## src/rtl/uart_wb_stream_bridge.sv

```systemverilog
// Wishbone master for uart_top: programs the UART after reset, then moves bytes
// from a TX stream into the THR and from the RBR into an RX stream by LSR polling.
module uart_wb_stream_bridge #(
    parameter logic [15:0] DIVISOR  = 16'd2,
    parameter logic [7:0]  LCR_VAL  = 8'h1B,
    parameter logic [7:0]  FCR_VAL  = 8'h07,
    parameter logic [7:0]  IER_VAL  = 8'h00,
    parameter int unsigned TX_BURST = 16
) (
    input  logic        clk,
    input  logic        wb_rst_i,
    output logic [4:0]  wb_adr_o,
    output logic [31:0] wb_dat_o,
    input  logic [31:0] wb_dat_i,
    output logic [3:0]  wb_sel_o,
    output logic        wb_we_o,
    output logic        wb_cyc_o,
    output logic        wb_stb_o,
    input  logic        wb_ack_i,
    input  logic [7:0]  tx_data_i,
    input  logic        tx_valid_i,
    output logic        tx_ready_o,
    output logic [7:0]  rx_data_o,
    output logic        rx_valid_o,
    input  logic        rx_ready_i,
    output logic        cfg_done_o
);
    localparam int unsigned BCW = 5;
    localparam logic [4:0] ADR_DAT = 5'd0;
    localparam logic [4:0] ADR_IER = 5'd1;
    localparam logic [4:0] ADR_FCR = 5'd2;
    localparam logic [4:0] ADR_LCR = 5'd3;
    localparam logic [4:0] ADR_LSR = 5'd5;

    typedef enum logic [3:0] {
        CFG_LCR_DLAB, CFG_DL1, CFG_DL2, CFG_LCR, CFG_FCR, CFG_IER,
        POLL, RX_RD, TX_WAIT, TX_WR
    } state_t;

    state_t         state, state_d;
    logic [BCW-1:0] burst_cnt, burst_d;
    logic [7:0]     tx_byte, tx_byte_d;
    logic [4:0]     adr_d;
    logic [31:0]    dat_d;
    logic [3:0]     sel_d;
    logic           we_d, cyc_d, stb_d, tx_ready_d, rx_valid_d, cfg_done_d;
    logic [7:0]     rx_data_d;
    logic           req_en, req_we, bus_done;
    logic [4:0]     req_adr;
    logic [7:0]     req_byte, rd_byte;

    always_ff @(posedge clk or posedge wb_rst_i) begin
        if (wb_rst_i) begin
            state      <= CFG_LCR_DLAB;
            burst_cnt  <= '0;
            tx_byte    <= '0;
            wb_adr_o   <= '0;
            wb_dat_o   <= '0;
            wb_sel_o   <= '0;
            wb_we_o    <= 1'b0;
            wb_cyc_o   <= 1'b0;
            wb_stb_o   <= 1'b0;
            tx_ready_o <= 1'b0;
            rx_data_o  <= '0;
            rx_valid_o <= 1'b0;
            cfg_done_o <= 1'b0;
        end else begin
            state      <= state_d;
            burst_cnt  <= burst_d;
            tx_byte    <= tx_byte_d;
            wb_adr_o   <= adr_d;
            wb_dat_o   <= dat_d;
            wb_sel_o   <= sel_d;
            wb_we_o    <= we_d;
            wb_cyc_o   <= cyc_d;
            wb_stb_o   <= stb_d;
            tx_ready_o <= tx_ready_d;
            rx_data_o  <= rx_data_d;
            rx_valid_o <= rx_valid_d;
            cfg_done_o <= cfg_done_d;
        end
    end

    always_comb begin
        state_d    = state;
        burst_d    = burst_cnt;
        tx_byte_d  = tx_byte;
        adr_d      = wb_adr_o;
        dat_d      = wb_dat_o;
        sel_d      = wb_sel_o;
        we_d       = wb_we_o;
        cyc_d      = wb_cyc_o;
        stb_d      = wb_stb_o;
        tx_ready_d = tx_ready_o;
        rx_data_d  = rx_data_o;
        rx_valid_d = rx_valid_o & ~rx_ready_i;
        cfg_done_d = cfg_done_o;
        req_en     = 1'b1;
        req_we     = 1'b0;
        req_adr    = ADR_DAT;
        req_byte   = 8'h00;
        bus_done   = wb_cyc_o & wb_ack_i;
        rd_byte    = wb_dat_i[{wb_adr_o[1:0], 3'b000} +: 8];

        // Register access owned by the current state
        case (state)
            CFG_LCR_DLAB: begin req_adr = ADR_LCR; req_we = 1'b1; req_byte = LCR_VAL | 8'h80; end
            CFG_DL1:      begin req_adr = ADR_DAT; req_we = 1'b1; req_byte = DIVISOR[7:0]; end
            CFG_DL2:      begin req_adr = ADR_IER; req_we = 1'b1; req_byte = DIVISOR[15:8]; end
            CFG_LCR:      begin req_adr = ADR_LCR; req_we = 1'b1; req_byte = LCR_VAL & 8'h7F; end
            CFG_FCR:      begin req_adr = ADR_FCR; req_we = 1'b1; req_byte = FCR_VAL; end
            CFG_IER:      begin req_adr = ADR_IER; req_we = 1'b1; req_byte = IER_VAL; end
            POLL:         req_adr = ADR_LSR;
            RX_RD:        req_adr = ADR_DAT;
            TX_WR:        begin req_adr = ADR_DAT; req_we = 1'b1; req_byte = tx_byte; end
            default:      req_en = 1'b0;
        endcase

        // Bus handshake: launch when idle, release for one cycle after ack
        if (bus_done) begin
            cyc_d = 1'b0;
            stb_d = 1'b0;
            we_d  = 1'b0;
            adr_d = '0;
            sel_d = '0;
            dat_d = '0;
        end else if (req_en && !wb_cyc_o) begin
            cyc_d = 1'b1;
            stb_d = 1'b1;
            we_d  = req_we;
            adr_d = req_adr;
            sel_d = 4'(4'b0001 << req_adr[1:0]);
            dat_d = 32'(req_byte) << {req_adr[1:0], 3'b000};
        end

        case (state)
            CFG_LCR_DLAB: if (bus_done) state_d = CFG_DL1;
            CFG_DL1:      if (bus_done) state_d = CFG_DL2;
            CFG_DL2:      if (bus_done) state_d = CFG_LCR;
            CFG_LCR:      if (bus_done) state_d = CFG_FCR;
            CFG_FCR:      if (bus_done) state_d = CFG_IER;
            CFG_IER: begin
                if (bus_done) begin
                    state_d    = POLL;
                    cfg_done_d = 1'b1;
                end
            end
            POLL: begin
                if (bus_done) begin
                    if (rd_byte[0] && !rx_valid_o) begin
                        state_d = RX_RD;
                    end else if (rd_byte[5]) begin
                        burst_d = BCW'(TX_BURST);
                        state_d = TX_WAIT;
                    end else if (burst_cnt != '0 && tx_valid_i) begin
                        state_d = TX_WAIT;
                    end
                end
            end
            RX_RD: begin
                if (bus_done) begin
                    rx_data_d  = rd_byte;
                    rx_valid_d = 1'b1;
                    state_d    = POLL;
                end
            end
            TX_WAIT: begin
                if (!tx_valid_i) begin
                    tx_ready_d = 1'b0;
                    state_d    = POLL;
                end else if (tx_ready_o) begin
                    tx_byte_d  = tx_data_i;
                    tx_ready_d = 1'b0;
                    state_d    = TX_WR;
                end else begin
                    tx_ready_d = 1'b1;
                end
            end
            TX_WR: begin
                if (bus_done) begin
                    burst_d = (burst_cnt == '0) ? '0 : burst_cnt - BCW'(1);
                    state_d = POLL;
                end
            end
            default: state_d = CFG_LCR_DLAB;
        endcase
    end
endmodule

```

## config.mk

```make
export PLATFORM = sky130hd
export DESIGN_NAME = uart_wb_stream_bridge
export DESIGN_NICKNAME = d
export VERILOG_FILES = /design/src/rtl/uart_wb_stream_bridge.sv
export SDC_FILE = /design/constraint.sdc
export NUM_CORES = 1
export LEC_CHECK = 0
export ABC_AREA = 1
export BUFFER_PORTS_ARGS = -buffer_cell sky130_fd_sc_hd__buf_2
export CORE_MARGIN = 2
export CORE_UTILIZATION = 45
export CTS_BUF_LIST = sky130_fd_sc_hd__clkbuf_16
export DETAILED_ROUTE_END_ITERATION = 10
export GPL_ROUTABILITY_DRIVEN = 0
export PLACE_DENSITY = 0.81
export SLEW_MARGIN = 20
export SYNTH_ARGS = -nofsm -noshare
export SYNTH_HDL_FRONTEND = slang
export SYNTH_SLANG_ARGS = --single-unit
export TNS_END_PERCENT = 30
```

## constraint.sdc

```tcl
create_clock -name clk -period 3 [get_ports clk]
set_input_delay 0.6 -clock clk [delete_from_list [all_inputs] [get_ports clk]]
set_output_delay 0.6 -clock clk [all_outputs]
set_load 0.1 [all_outputs]
```

==> reports/qor.csv, run 1 <==
metric,value,unit
status,"finished, final reports clean",
first_pass_iters,6,
start_util,0.469,
die_h,88.6,um
grt.total_usage,0.202,
grt_pass1_wl,12.2,mm
r2r_slack,1.04,ns
slew_violations,0,
p_total,4.99,mW
fin_setup_tns,0,ns
cts.sinks,69,
num_vias,2903,
min_path_type,in2async,
synthDistinctLibCells,37,
avgSynthCellArea,8.25,um^2
n_fill_cell,593,
synth-edff-count,0,
cpPeakStageDelay,0.69,ns
worstPathArrival,1.54,ns
ant_nets,0,
min_period_over_period,0.715,
ctsResizeCount,0,
htreeDepth,3,
clock_path_buffers,2,
required,2.40,ns
finalSetupViolCount,0,
layout-drive-gt1-share,0.285,
r2r_cells,8,
hpwl,5.60,mm
clock_skew,0.00802,ns
path_class,reg2out,
cts_root_buf,clkbuf_16,
period_needed,2.14,ns
synthCells,391,
antenna_found_initial,0,
cp_max_fo,18,
cts_tree,done,
end_kind,primary output,
slew_headroom,0.633,
wl_per_cell,12.8,um
synth_warnings,0,
crit_buf_inv,1,
fmax,466,MHz
drt_iter0_markers,150,
finalHoldViolations,0,
rsz0062_at_grt,false,
tightest_slew,0.551,ns
cts.clk_slew.worst_paths,0.06,ns
areaGrowthSynthToFinish,25.6,%
drc,0,
path_cells,buf_2,
vias_per_cell,4.94,
dieArea,0.00786,mm^2
synth-async-reset-ratio,1.00,
netlist_area,0.00322,mm^2
instances_no_fill,588,
path_delay_family,flip-flops,
fin_area,0.00405,mm^2
yosysSeqAreaShare,0.536,
cts_hold_buffers,0,
grt.overflow.total,0,
num_rows,30,
cts_buffers,9,
cellPowerDensity,1230,mW/mm^2
ios,100,
dp.cells,572,
nets,533,
cp-start-kind,register,
r2r_end,state[1],
grt_max_degree,27,
die_w,88.6,um
core,0.00687,mm^2
routed_wl,7.53,mm
synth_top_flop_cell,dfrtp_1,
ys_seq_elements,69,
crit_slowest_cell,dfrtp_1,
regArea,0.00173,mm^2
port_buffers,97,
p_leak,2.22,nW
drv_cap,0,
r2r_start,wb_adr_o[0],
grt_pass1_vias,2752,
multi_input_area,0.00124,mm^2
antenna_cells,0,
ir_drop,0.000521,V
clkLatencyLatePin,0.33,ns
place_area,0.00375,mm^2
post_cts_buffers,0,
-- cell usage after synthesis, types with 2 or more instances --
library cell / n / area [um^2]
a31oi_1: 6 / 37.5
nor2_2: 2 / 12.5
o22ai_1: 3 / 18.8
nand3_2: 2 / 20.0
dfrtp_1: 69 / 1730
nand2_1: 112 / 420
clkbuf_1: 3 / 11.3
nand3_1: 29 / 145
o21ai_2: 2 / 17.5
inv_2: 4 / 15.0
buf_2: 4 / 20.0
o21ai_0: 26 / 130
buf_6: 2 / 22.5
buf_4: 6 / 45.0
nor2_1: 56 / 210
nand4_1: 5 / 31.3
inv_1: 36 / 135
nand2_2: 5 / 31.3
-- registers in the layout, indices dropped and copies added, names as in the netlist --
signal,count
rx_data_o,8
burst_cnt,5
tx_ready_o,1
rx_valid_o,1
wb_sel_o,4
state,4
tx_byte,8
cfg_done_o,1
wb_dat_o,32
wb_we_o,1
wb_stb_o,1
wb_adr_o,3
-- area by class of cell --
| class | count | share of cell area |
|---|---|---|
| Sequential cell | 69 | 0.426 |
| Multi-Input combinational cell | 266 | 0.306 |
| Timing Repair Buffer | 99 | 0.124 |
| Clock buffer | 9 | 0.0556 |
| Inverter | 42 | 0.0402 |
| Tap cell | 96 | 0.0297 |
| Clock inverter | 7 | 0.0182 |
-- kinds of logic (layout without fill, tap and decap cells) --
group | after synthesis | after routing | synth area share
compound gates | 45 | 45 | 0.0838
xor+xnor | 2 | 2 | 0.00543
fa+ha+maj | 1 | 1 | 0.00388
buf+inv | 57 | 157 | 0.0811
flops | 69 | 69 | 0.536
other cells | 1 | 2 | 0.00116
simple gates | 216 | 216 | 0.289
-- stage by stage --
| stage | hold slack [ns] | utilization | setup WS (ns) |
|---|---|---|---|
| after floorplan | 0.442 | - | 0.660 |
| after global placement | 0.452 | 0.546 | 1.17 |
| after detailed placement | 0.454 | 0.546 | 1.05 |
| after CTS | 0.286 | 0.589 | 0.856 |
| after global routing | 0.307 | 0.589 | 0.786 |
| final | 0.274 | 0.589 | 0.856 |
-- cells in the final DEF, fill, tap and decap left out, types with 2 or more instances in the layout --
cell | synthesis | layout
inv_1 | 36 | 35
clkinv_2 | 0 | 2
inv_2 | 4 | 5
inv_6 | 1 | 2
buf_4 | 6 | 2
o21ai_2 | 2 | 2
nand2_1 | 112 | 112
nor2_2 | 2 | 2
nand2_2 | 5 | 5
nand3_1 | 29 | 29
a31oi_1 | 6 | 6
buf_2 | 4 | 97
clkbuf_16 | 0 | 9
o22ai_1 | 3 | 3
nand4_1 | 5 | 5
dfrtp_1 | 69 | 69
clkinv_4 | 0 | 2
nand3_2 | 2 | 2
conb_1 | 1 | 2
nor2_1 | 56 | 56
o21ai_0 | 26 | 26
-- worst max-delay path by stage --
stage,depth (start not counted),end,startpoint,slack (ns)
floorplan,1,burst_cnt[0],wb_rst_i,0.66
CTS,1,wb_adr_o[0],wb_adr_o[0],0.86
global route,1,wb_adr_o[0],wb_adr_o[0],0.79
finish,1,wb_adr_o[0],wb_adr_o[0],0.86
global placement,8,burst_cnt[4],wb_adr_o[0],1.17
detailed placement,8,burst_cnt[1],wb_adr_o[0],1.05
-- report_power, final --
group	switching [mW]	leakage, nW	internal, mW
clock	0.395	0.146	0.645
combinational	2.05	1.15	0.482
sequential	0.241	0.922	1.17
-- metal layers --
metal	part of all wire	up-vias	track usage
li1	-	1431	-
met1	0.43	1349	0.242
met2	0.49	107	0.342
met3	0.063	16	0.0522
met4	0.016	0	0.0923
met5	0	-	0
Power figures use the tool's default switching activity.
==> run 2, diff against run 1 <==
- PLACE_DENSITY: 0.81 -> 0.83
- clock period: 3 -> 1.83 ns (I/O delays scaled with it)
==> run 2 against run 1 <==
Count of clock-buffer cells in the layout did not move. Die area did not move. Clock power rose by 47%. Global-route usage fell by 0.46 points. Critical endpoint unchanged. Largest power group unchanged. Highest routed layer unchanged.
==> reports/qor.csv, run 2 (same netlist as run 1, synthesis figures left out) <==
metric,value,unit
ctsResizeCount,0,
fmax,569,MHz
switchingPower,4.33,mW
cp_max_fo,13,
multi_input_area,0.00124,mm^2
drt_iter0_markers,126,
reg.largest.list,"wb_dat_o: 32 flops, rx_data_o: 8 flops, tx_byte: 8 flops",
grtUsageMet2,0.349,
clock_skew,0.00543,ns
n_fill_cell,618,
period_needed,1.76,ns
post_cts_buffers,0,
largest_reg_flops,32,
htreeDepth,3,
cts_hold_buffers,0,
grtUsageMet1,0.234,
ios,100,
end_kind,primary output,
instances_no_fill,593,
fin_setup_tns,0,ns
path_class,reg2out,
crit_slowest_cell,buf_2,
p_comb_frac,0.531,
cts.sinks,69,
p_total,8.02,mW
postLayoutCoreUtil,0.593,
start_util,0.469,
die_h,88.6,um
rsz0062_at_grt,false,
dp.cells,577,
antenna_found_initial,0,
seq_power_share,0.278,
cts_root_buf,clkbuf_16,
areaGrowthSynthToFinish,26.3,%
dieArea,0.00786,mm^2
p_int,3.69,mW
cpPeakStageDelay,0.45,ns
status,"finished, final reports clean",
grt_max_degree,52,
port_buffers,97,
cellPowerDensity,1970,mW/mm^2
routed_wl,7.22,mm
cp-start-kind,register,
cts_tree,done,
drv_cap,0,
hpwl,5.53,mm
die_w,88.6,um
regArea,0.00173,mm^2
first_pass_iters,4,
layout_common_cells,"112 x nand2_1, 97 x buf_2, 67 x dfrtp_1",
slew_violations,0,
layout_commonest_cell,nand2_1,
min_path_type,in2async,
finalHoldViolations,0,
finalSetupViolCount,0,
ant_nets,0,
clock_power_share,0.191,
layout-drive-gt1-share,0.292,
grt.overflow.total,0,
worstPathArrival,1.39,ns
grt_pass1_wl,12.1,mm
met3_usage,0.0541,
min_period_over_period,0.960,
wl_per_cell,12.2,um
busiest_layer,met2,
required,1.46,ns
path_cells,buf_4 > buf_2,
num_vias,2895,
core,0.00687,mm^2
clock_path_buffers,2,
ir_drop,0.000910,V
cts_buffers,9,
grt.total_usage,0.198,
drc,0,
cts.clk_slew.worst_paths,0.06,ns
clkLatencyLatePin,0.32,ns
top_register,wb_dat_o,
nets,538,
grt_pass1_vias,2781,
antenna_cells,0,
switching_share,0.540,
p_leak,2.22,nW
vias_per_cell,4.88,
num_rows,30,
[run 2: changes by cell type in the layout (fill, tap and decap cells not counted)]
cell        previous run  this run
buf_12                 0         1
buf_4                  2         6
bufinv_16              1         0
clkinv_1               1         3
clkinvlp_4             1         2
dfrtp_1               69        67
dfrtp_2                0         2
inv_2                  5         4
inv_6                  2         1
[run 2: worst max-delay path, delay by kind of cell (launching register included)]
kind / cells / cell delay (ns)
DFF: 1 / 0.41
buffers and inverters: 2 / 0.66
[run 2: final timing paths]
| path | from | to | slack (ns) | depth (start not counted) |
|---|---|---|---|---|
| hold / removal | wb_rst_i | rx_data_o[1] | 0.05 | 2 |
| setup / recovery | wb_adr_o[0] | wb_adr_o[0] | 0.07 | 2 |
| min in group clk | rx_ready_i | rx_valid_o | 0.23 | 2 |
| max in group asynchronous | wb_rst_i | tx_byte[4] | 1.20 | 3 |
| hold reg to reg | wb_dat_o[24] | wb_dat_o[24] | 0.47 | 2 |
| setup reg to reg | state[0] | tx_byte[0] | 0.24 | 7 |
[run 2: power groups by stage]
stage               sequential, mW  clock [mW]  combinational [mW]
global placement              2.24           0                4.18
finish                        2.23        1.53                4.26
floorplan                     3.98           0                1.82
global route                  2.28        1.62                4.61
detailed placement            2.24           0                4.27
CTS                           2.22        1.56                4.28
[run 2: cell type report]
| cell class | count | share of cell area |
|---|---|---|
| Clock buffer | 9 | 0.0553 |
| Clock inverter | 7 | 0.0104 |
| Inverter | 42 | 0.0408 |
| Multi-Input combinational cell | 266 | 0.304 |
| Sequential cell | 69 | 0.424 |
| Tap cell | 96 | 0.0295 |
| Timing Repair Buffer | 104 | 0.135 |
[run 2: routing by layer]
layer,part of all wire,vias up
met4,0.0071,0
met5,0,-
met1,0.43,1366
met2,0.51,88
met3,0.058,6
li1,-,1435
[run 2: per-stage QoR]
| step | hold WS [ns] | area (um^2) | setup slack (ns) |
|---|---|---|---|
| 6_report | 0.0516 | 4070 | 0.0733 |
| 5_1_grt | 0.0878 | 4070 | 0.0118 |
| 4_1_cts | 0.0583 | 4070 | 0.0687 |
| 3_5_place_dp | 0.405 | 3810 | 0.250 |
| 3_3_place_gp | 0.400 | 3810 | 0.292 |
| 2_1_floorplan | 0.442 | 3230 | -0.198 |
==> run 3, diff against run 2 <==
- ABC_AREA: 1 -> 0
- CELL_PAD_IN_SITES_DETAIL_PLACEMENT: default -> 0
- CELL_PAD_IN_SITES_GLOBAL_PLACEMENT: default -> 1
- CORE_UTILIZATION: 45 -> 35
- PLACE_DENSITY: 0.83 -> 0.84
==> run 3 against run 2 <==
Count of clock-buffer cells in the layout unchanged. Critical path depth up 3. Via count down 15%. Synthesized cell count down 32%. First-iteration DRC count down 21%. Sequential power about the same. Cell area up 3.3%. Clock power up 9.8%. Sequential cell count unchanged. Sequential share of layout area down 1.1 points.
==> reports/qor.csv, run 3 <==
metric,value,unit
status,"finished, final reports clean",
period_needed,1.78,ns
dieArea,0.00981,mm^2
largest_reg_flops,32,
synth_warnings,0,
cts_buffers,9,
yosysTopAreaCellShare,0.546,
synth.area.top_cells,"dfrtp_1 55%, mux2_2 6.8%, mux4_1 5.0%, nand2_1 3.8%, and2_1 3.4%",
grt.overflow.total,0,
postLayoutCoreUtil,0.480,
die_w,99.1,um
hpwl,5.11,mm
layout-drive-gt1-share,0.458,
nets,425,
fin_setup_tns,0,ns
ios,100,
synthCells,265,
clock_skew,0.00802,ns
ir_drop,0.000801,V
avgSynthCellArea,11.9,um^2
synth-edff-count,0,
post_cts_buffers,0,
first_pass_iters,4,
p_leak,2.16,nW
core,0.00876,mm^2
wl_per_cell,14.8,um
clkLatencyLatePin,0.33,ns
reg.largest.list,"wb_dat_o: 32 flops, rx_data_o: 8 flops, tx_byte: 8 flops",
grtUsageMet1,0.200,
vias_per_cell,5.00,
htreeDepth,3,
yosysMostFrequentCell,dfrtp_1,
ant_nets,0,
drt_iter0_markers,100,
cts_root_buf,clkbuf_16,
cp_max_fo,8,
netlist_area,0.00316,mm^2
cellPowerDensity,1910,mW/mm^2
met3_usage,0.0340,
antenna_found_initial,0,
fmax,563,MHz
grtUsageMet2,0.240,
antenna_cells,0,
rsz0062_at_grt,true,
end_kind,register,
grt_pass1_vias,2358,
synth_top_cell_by_area,dfrtp_1,
layout_common_cells,"97 x buf_2, 65 x dfrtp_1, 32 x nand2_1",
num_rows,34,
cts.clk_slew.worst_paths,0.06,ns
slew_violations,0,
start_util,0.361,
clock_path_buffers,2,
port_buffers,97,
cts_tree,done,
finalHoldViolations,0,
grt_max_degree,70,
top_register,wb_dat_o,
r2r_cells,5,
cts_hold_buffers,0,
synth_common_cells,"69 x dfrtp_1, 32 x nand2_1, 19 x mux2_2",
ys_seq_elements,69,
busiest_layer,met2,
required,2.04,ns
yosysSeqAreaShare,0.546,
finalSetupViolCount,0,
synth_top_flop_cell,dfrtp_1,
drc,0,
synthDistinctLibCells,53,
cp-start-kind,register,
synth-async-reset-ratio,1.00,
cts.sinks,69,
worstPathArrival,1.99,ns
min_period_over_period,0.970,
min_path_type,in2async,
grt_pass1_wl,11.7,mm
die_h,99.1,um
num_vias,2460,
worst_hold_slack,0.122,ns
routed_wl,7.27,mm
n_fill_cell,837,
areaGrowthSynthToFinish,33.0,%
drv_cap,0,
path_class,reg2reg,
layout_commonest_cell,buf_2,
grt.total_usage,0.151,
## run 3: cell types whose count changed after synthesis, sizes merged, moves of 6 or more
cell   delta
o21ai    -16
nor2     -46
and2     +17
nand3    -28
inv      -33
mux4      +7
nand4     -6
mux2     +19
nand2    -86
a22o      +9
## run 3: worst paths after layout
check | from | endpoint | slack, ns
max reg2reg | wb_adr_o[0] | state[1] | 0.05
min | wb_rst_i | wb_dat_o[9] | 0.12
min in group clk | rx_ready_i | rx_valid_o | 0.23
min reg2reg | wb_we_o | wb_we_o | 0.47
max | wb_adr_o[0] | state[1] | 0.05
max in group asynchronous | wb_rst_i | wb_adr_o[0] | 1.36
## run 3: cell type report
cell class                      instances  area (um^2)  share of cell area
Clock buffer                            9          225              0.0535
Timing Repair Buffer                  118          668               0.159
Clock inverter                          7         67.6              0.0161
Sequential cell                        69         1740               0.413
Tap cell                              108          135              0.0321
Inverter                                8         33.8             0.00803
Multi-Input combinational cell        173         1340               0.318
## run 3: cells by family (layout without fill, tap and decap cells)
group | Yosys count | in the layout | synth area share
compound gates | 54 | 54 | 0.135
mux | 26 | 26 | 0.125
other cells | 1 | 2 | 0.00119
fa+ha+maj | 1 | 1 | 0.00396
buf+inv | 24 | 142 | 0.0356
flops | 69 | 69 | 0.546
simple gates | 90 | 90 | 0.153
## run 3: metal layers
| metal | part of all wire | vias to the layer above |
|---|---|---|
| met5 | 0 | - |
| met4 | 0.015 | 0 |
| met3 | 0.051 | 11 |
| met2 | 0.49 | 66 |
| met1 | 0.45 | 1201 |
| li1 | - | 1182 |
## run 3: power breakdown
part	internal (mW)	leakage [nW]	switching [mW]
combinational	1.11	1.11	3.02
sequential	1.93	0.915	0.287
clock	1.05	0.143	0.634
total	4.09	2.16	3.95
## run 3: metrics by stage
step / area (um^2) / setup slack (ns) / std cells / total power [mW]
6_report: 4210 / 0.0541 / 492 / 8.04
4_1_cts: 4200 / 0.0381 / 492 / 8.08
2_1_floorplan: 3190 / -0.155 / 266 / 5.51
3_3_place_gp: 3910 / 0.00181 / 476 / 6.28
3_5_place_dp: 3910 / -0.0461 / 476 / 6.35
5_1_grt: 4210 / -0.0372 / 492 / 8.45
## run 3: worst max-delay path, cell delays in order, from the launching register on
cell      delay (ns)
dfrtp_4         0.50
mux4_2          0.40
a21oi_2         0.06
a221oi_4        0.36
o31ai_1         0.13
a22o_1          0.22
## run 3: what timing repair did
item | 4_1_cts | 5_1_grt
pin swaps | 1 | 1
setup endpoints to repair | 4 | 5
resized for setup | 1 | 2
endpoints found under the hold margin | 0 | 0
